===== src/rtl/uart_pkg.sv =====
// Shared UART definitions: FSM state encoding, line levels and parity types.
// The RX-side checkers import the same constants.
package uart_pkg;

   typedef enum logic [2:0] {
      IDLE   = 3'd0,
      START  = 3'd1,
      DATA   = 3'd2,
      PARITY = 3'd3,
      STOP   = 3'd4
   } uart_state_e;

   localparam logic START_BIT  = 1'b0;
   localparam logic STOP_BIT   = 1'b1;
   localparam logic IDLE_LEVEL = 1'b1;

   localparam logic PAR_EVEN = 1'b0;
   localparam logic PAR_ODD  = 1'b1;

   // data_xor is the XOR-reduction of the data word; odd type inverts it
   function automatic logic parity_bit(input logic data_xor, input logic par_typ);
      return data_xor ^ par_typ;
   endfunction

endpackage


===== src/rtl/uart_tx_serializer.sv =====
// Holds the latched data word and the bit index for the UART transmitter.
// ser_bit presents the bit that will be on the line after the coming edge.
module uart_tx_serializer #(
   parameter int DATA_WIDTH = 8
) (
   input  logic                  CLK,
   input  logic                  RST,
   input  logic                  load,
   input  logic                  shift_en,
   input  logic [DATA_WIDTH-1:0] p_data,
   output logic                  ser_bit,
   output logic                  ser_done,
   output logic [DATA_WIDTH-1:0] lat_data
);

   localparam int CNT_W = (DATA_WIDTH > 1) ? $clog2(DATA_WIDTH) : 1;
   localparam logic [CNT_W-1:0] LAST_IDX = CNT_W'(DATA_WIDTH - 1);

   logic [DATA_WIDTH-1:0] data_d, data_q;
   logic [CNT_W-1:0]      cnt_d, cnt_q;

   // Next data word and bit index; index restarts on every load and stops at the last bit
   always_comb begin
      data_d = data_q;
      cnt_d  = cnt_q;
      if (load) begin
         data_d = p_data;
         cnt_d  = {CNT_W{1'b0}};
      end else if (shift_en) begin
         cnt_d = cnt_q + CNT_W'(1);
      end else begin
         cnt_d = cnt_q;
      end
   end

   // Data and index registers
   always_ff @(posedge CLK or negedge RST) begin
      if (!RST) begin
         data_q <= {DATA_WIDTH{1'b0}};
         cnt_q  <= {CNT_W{1'b0}};
      end else begin
         data_q <= data_d;
         cnt_q  <= cnt_d;
      end
   end

   assign ser_bit  = data_q[cnt_d];
   assign ser_done = (cnt_q == LAST_IDX);
   assign lat_data = data_q;

endmodule


===== src/rtl/uart_tx.sv =====
// UART transmitter: start bit, LSB-first data, optional parity, one stop bit,
// one bit per CLK. TX_OUT and BUSY are registered and reflect the state just entered.
module uart_tx #(
   parameter int DATA_WIDTH = 8
) (
   input  logic                  CLK,
   input  logic                  RST,
   input  logic [DATA_WIDTH-1:0] P_DATA,
   input  logic                  DATA_VALID,
   input  logic                  PAR_EN,
   input  logic                  PAR_TYP,
   output logic                  TX_OUT,
   output logic                  BUSY
);

   import uart_pkg::*;

   uart_state_e           state_d, state_q;
   logic                  par_en_d, par_en_q;
   logic                  par_typ_d, par_typ_q;
   logic                  tx_d, tx_q;
   logic                  busy_d, busy_q;
   logic                  load_s, shift_en_s, ser_bit_s, ser_done_s;
   logic [DATA_WIDTH-1:0] lat_data_s;

   uart_tx_serializer #(.DATA_WIDTH(DATA_WIDTH)) u_ser (
      .CLK      (CLK),
      .RST      (RST),
      .load     (load_s),
      .shift_en (shift_en_s),
      .p_data   (P_DATA),
      .ser_bit  (ser_bit_s),
      .ser_done (ser_done_s),
      .lat_data (lat_data_s)
   );

   // Next state plus the line level and BUSY that belong to that next state
   always_comb begin
      state_d    = state_q;
      par_en_d   = par_en_q;
      par_typ_d  = par_typ_q;
      tx_d       = IDLE_LEVEL;
      busy_d     = 1'b0;
      load_s     = 1'b0;
      shift_en_s = 1'b0;
      case (state_q)
         IDLE: begin
            if (DATA_VALID) begin
               load_s    = 1'b1;
               par_en_d  = PAR_EN;
               par_typ_d = PAR_TYP;
               state_d   = START;
               tx_d      = START_BIT;
               busy_d    = 1'b1;
            end else begin
               state_d = IDLE;
               tx_d    = IDLE_LEVEL;
               busy_d  = 1'b0;
            end
         end
         START: begin
            state_d = DATA;
            tx_d    = ser_bit_s;
            busy_d  = 1'b1;
         end
         DATA: begin
            busy_d = 1'b1;
            if (!ser_done_s) begin
               shift_en_s = 1'b1;
               tx_d       = ser_bit_s;
            end else if (par_en_q) begin
               state_d = PARITY;
               tx_d    = parity_bit(^lat_data_s, par_typ_q);
            end else begin
               state_d = STOP;
               tx_d    = STOP_BIT;
            end
         end
         PARITY: begin
            state_d = STOP;
            tx_d    = STOP_BIT;
            busy_d  = 1'b1;
         end
         STOP: begin
            state_d = IDLE;
            tx_d    = IDLE_LEVEL;
            busy_d  = 1'b0;
         end
         default: begin
            state_d = IDLE;
            tx_d    = IDLE_LEVEL;
            busy_d  = 1'b0;
         end
      endcase
   end

   // State, sampled frame options and registered outputs; reset drops the line to idle at once
   always_ff @(posedge CLK or negedge RST) begin
      if (!RST) begin
         state_q   <= IDLE;
         par_en_q  <= 1'b0;
         par_typ_q <= 1'b0;
         tx_q      <= IDLE_LEVEL;
         busy_q    <= 1'b0;
      end else begin
         state_q   <= state_d;
         par_en_q  <= par_en_d;
         par_typ_q <= par_typ_d;
         tx_q      <= tx_d;
         busy_q    <= busy_d;
      end
   end

   assign TX_OUT = tx_q;
   assign BUSY   = busy_q;

endmodule


===== config.mk =====
export PLATFORM = sky130hd
export DESIGN_NAME = uart_tx
export DESIGN_NICKNAME = d
export VERILOG_FILES = /design/src/rtl/uart_pkg.sv /design/src/rtl/uart_tx_serializer.sv /design/src/rtl/uart_tx.sv
export SDC_FILE = /design/constraint.sdc
export NUM_CORES = 1
export LEC_CHECK = 0
export ABC_AREA = 1
export CORE_MARGIN = 2
export CORE_UTILIZATION = 30
export DETAILED_ROUTE_END_ITERATION = 16
export SETUP_SLACK_MARGIN = 0.1
export SYNTH_ARGS = -nofsm -noshare
export SYNTH_HDL_FRONTEND = slang
export SYNTH_SLANG_ARGS = --single-unit
export TNS_END_PERCENT = 50

===== constraint.sdc =====
create_clock -name CLK -period 2.1 [get_ports CLK]
set_input_delay 0.42 -clock CLK [delete_from_list [all_inputs] [get_ports CLK]]
set_output_delay 0.42 -clock CLK [all_outputs]
set_load 0.05 [all_outputs]

==> summary.log <==
INFO  synthesis      synthDistinctLibCells=24
INFO  setup_path     worst_r2r_startpoint=u_ser.cnt_q[0]$_DFF_PN0_
INFO  placed_design  dp_slack=0.384ns
INFO  synthesis      yosys.area.top_type=sky130_fd_sc_hd__dfrtp_1
INFO  synthesis      synthTopCellsByArea=sky130_fd_sc_hd__dfrtp_1 (41%), sky130_fd_sc_hd__nand2_1 (9.0%), sky130_fd_sc_hd__inv_1 (6.8%)
INFO  floorplan      die_y=63.1um
INFO  setup_path     crit_chain=clkdlybuf4s50_1
INFO  sta            finalClockSkew=0.00417ns
INFO  final_layout   stdcell_count=190
INFO  clock_tree     cts_inserted_buffers=3
INFO  clock_tree     clock_sink_count=18
INFO  global_route   global_route_wire_length_before_repair=3460um
INFO  sta            slew_at_the_pin_closest_to_its_max_slew_limit=0.491ns
INFO  sta            fmax=545MHz
INFO  power          design_power_total=2.03mW
INFO  floorplan      floorplan.io_pins=15
INFO  placed_design  placed_cells_incl_taps=186
INFO  final_layout   drive_gt1_share=18.1%
INFO  setup_path     slowest_delay=0.79ns
INFO  sta            fin_setup_tns=0ns
INFO  setup_path     timing.critical_path.buf_inv=1
INFO  setup_path     cell_with_the_largest_stage_delay_on_the_worst_path=sky130_fd_sc_hd__clkdlybuf4s50_1
INFO  placed_design  placed_cell_area=1250squm
INFO  route          dr_total_vias=834
INFO  synthesis      synth.ff_latch_count=18
INFO  job            timing.max_cap.violations=0
INFO  setup_path     worst_ep_arrival_time=1.42ns
INFO  synthesis      avg_cell_area_syn=8.31squm
INFO  sta            worst_slew_margin_rel=67.1%
INFO  global_route   globalRouteOverflowTotal=0
INFO  route          drt_iter0_markers=43
INFO  route          drt-vias-per-instance=4.39
INFO  global_route   pin_count_of_the_biggest_net_entering_global_routing=21
INFO  clock_tree     clkLatencyLatePin=0.30ns
INFO  worst_hold_path min_delay_worst_type=input port to async pin
INFO  power          power_per_cell_area=1600nW/um^2
INFO  power          ir_drop=0.561mV
INFO  sta            timing_max_transition_violations_final=0
INFO  clock_tree     cts_hold_repair.buffers=0
INFO  placed_design  port_buffers=14
INFO  route          number_of_nets_with_antenna_violations_after_routing=0
INFO  setup_path     critPathTopFamily=buffers and inverters
INFO  sta            grt_setup_unrepaired=false
INFO  floorplan      core_area=3340squm
INFO  outcome        run_status=finished clean
INFO  sta            timing.final.setup_violations=0
INFO  setup_path     worst_setup_path_start_kind=flop
INFO  floorplan      dieArea=3980squm
INFO  setup_path     worst-r2r-setup-slack=0.38ns
INFO  clock_tree     tritoncts=built
INFO  final_layout   final_area=1270squm
INFO  route          drcViolationCount=0
INFO  setup_path     worstPathMaxFanout=1
INFO  final_layout   num_antenna_cells=0
INFO  placed_design  hpwl=1500um
INFO  setup_path     critPathLaunch=BUSY$_DFF_PN0_
INFO  global_route   grt_pass1_vias=793
INFO  synthesis      synth_nets=141
INFO  floorplan      num_rows=21
INFO  clock_tree     cts_buffer_depth=2
INFO  final_layout   area.growth.synth_to_final=21.7%
INFO  global_route   antenna_found_initial=0
INFO  floorplan      initial_utilization=31.4%
INFO  sta            setup_slack=0.265ns
INFO  sta            final.min_clock_period=1.84ns
INFO  floorplan      floorplan.die.width=63.1um
INFO  clock_tree     path_clk_slew=0.10ns
INFO  synthesis      yosysWarningCount=0
INFO  setup_path     critPathCaptureType=output port
INFO  route          detailedRoute.firstPassIterationCount=4
INFO  clock_tree     clock_tree.htree_level_count=1
INFO  clock_tree     cts-root-buf=sky130_fd_sc_hd__clkbuf_4
INFO  synthesis      netlist_instances=126
INFO  synthesis      area_share_of_the_largest_cell_type_after_synthesis=40.6%
INFO  global_route   track_usage=11.1%
INFO  setup_path     worst-endpoint-required=1.68ns
INFO  route          wirelength=1920um
INFO  synthesis      ys_seq_area_share=43.1%
INFO  sta            final-hold-violation-count=0
INFO  power          cellLeakagePower=0.606nW
INFO  sta            timing.final.crit_share=87.4%
INFO  final_layout   layout.nets=160
INFO  setup_path     setup.worst_path.class=flop to output port
INFO  synthesis      synth_area=1050squm
INFO  placed_design  routabilityCongestion=0.811
INFO  route          drt-wirelength-per-cell=10.1um
==> synth_stat cells <==
cell and n:
sky130_fd_sc_hd__a21oi_1 3, sky130_fd_sc_hd__and2_1 1, sky130_fd_sc_hd__buf_2 2, sky130_fd_sc_hd__clkinv_2 1, sky130_fd_sc_hd__dfrtp_1 17, sky130_fd_sc_hd__dfstp_2 1
sky130_fd_sc_hd__ha_1 2, sky130_fd_sc_hd__inv_1 19, sky130_fd_sc_hd__inv_2 5, sky130_fd_sc_hd__nand2_1 25, sky130_fd_sc_hd__nand2_2 2, sky130_fd_sc_hd__nand2_4 1
sky130_fd_sc_hd__nand3_1 5, sky130_fd_sc_hd__nand3_2 6, sky130_fd_sc_hd__nand3_4 3, sky130_fd_sc_hd__nand3b_1 1, sky130_fd_sc_hd__nand4_1 4, sky130_fd_sc_hd__nand4_2 1
sky130_fd_sc_hd__nor2_1 7, sky130_fd_sc_hd__nor2_4 1, sky130_fd_sc_hd__nor3_1 1, sky130_fd_sc_hd__o21ai_0 13, sky130_fd_sc_hd__o21ai_1 2, sky130_fd_sc_hd__xnor2_1 3
==> per-stage QoR <==
step	util, %	hold WS, ns
6_report	38.2	0.443
5_1_grt	38.2	0.453
4_1_cts	38.2	0.447
3_5_place_dp	37.5	0.492
3_3_place_gp	37.5	0.477
2_1_floorplan	-	0.124
==> registers in the layout, indices dropped and copies added (netlist names) <==
| name | count |
|---|---|
| BUSY | 1 |
| par_en_q | 1 |
| state_q | 3 |
| u_ser.cnt_q | 3 |
| TX_OUT | 1 |
| par_typ_q | 1 |
| u_ser.lat_data | 8 |
==> cell families (layout without fill, tap and decap cells) <==
group / after synthesis / count (layout) / share of synthesized area [%]
flip-flops: 18 / 18 / 43.1
AND/OR/NAND/NOR: 58 / 58 / 33.3
buffers and inverters: 27 / 45 / 10.0
XOR/XNOR: 3 / 3 / 2.51
adder cells (fa/ha/maj): 2 / 2 / 2.39
AO/OA/AOI/OAI: 18 / 18 / 8.60
==> timing repair <==
action | in CTS | in global routing
hold endpoints to repair | 0 | 0
buffers inserted | 0 | 0
resized for setup | 1 | 0
setup endpoints to repair | 1 | 0
==> power by group <==
part / switching, mW / internal [mW] / total, mW
logic: 0.770 / 0.456 / 1.23
registers: 0.104 / 0.521 / 0.625
clock network: 0.109 / 0.0740 / 0.183
==> path summary, 6_finish.rpt <==
kind | endpoint | depth (start not counted)
worst max-delay path | BUSY | 1
worst min-delay path | u_ser.cnt_q[1]$_DFF_PN0_ | 2
worst max register to register | TX_OUT$_DFF_PN1_ | 12
worst min register to register | state_q[2]$_DFFE_PN0P_ | 1
max in group asynchronous | TX_OUT$_DFF_PN1_ | 2
min in group CLK | state_q[2]$_DFFE_PN0P_ | 1
==> per-layer routing <==
metal / share of wire [%] / wire (um) / global-route usage [%]
met1: 47 / 909 / 13.7
met2: 47 / 900 / 18.2
met3: 4.5 / 86 / 3.75
met4: 1.3 / 25 / 3.33
met5: 0 / 0 / 0
==> placed cells by master (no fill, tap or decap), drive strengths merged <==
cell type,n
o21ai,15
a21oi,3
dlygate4sd2,1
ha,2
clkinv,1
clkdlybuf4s50,13
nor2,8
clkbuf,4
dfrtp,17
xnor2,3
dfstp,1
inv,24
nor3,1
nand3b,1
nand2,28
nand3,14
and2,1
nand4,5
buf,2
==> area by class of cell <==
class	count	area (sq um)
Multi-Input combinational cell	81	490
Fill cell	346	2060
Timing Repair Buffer	16	154
Tap cell	46	57.6
Inverter	25	95.1
Clock buffer	4	26.3
Sequential cell	18	452
(Power assumes the default switching activity.)
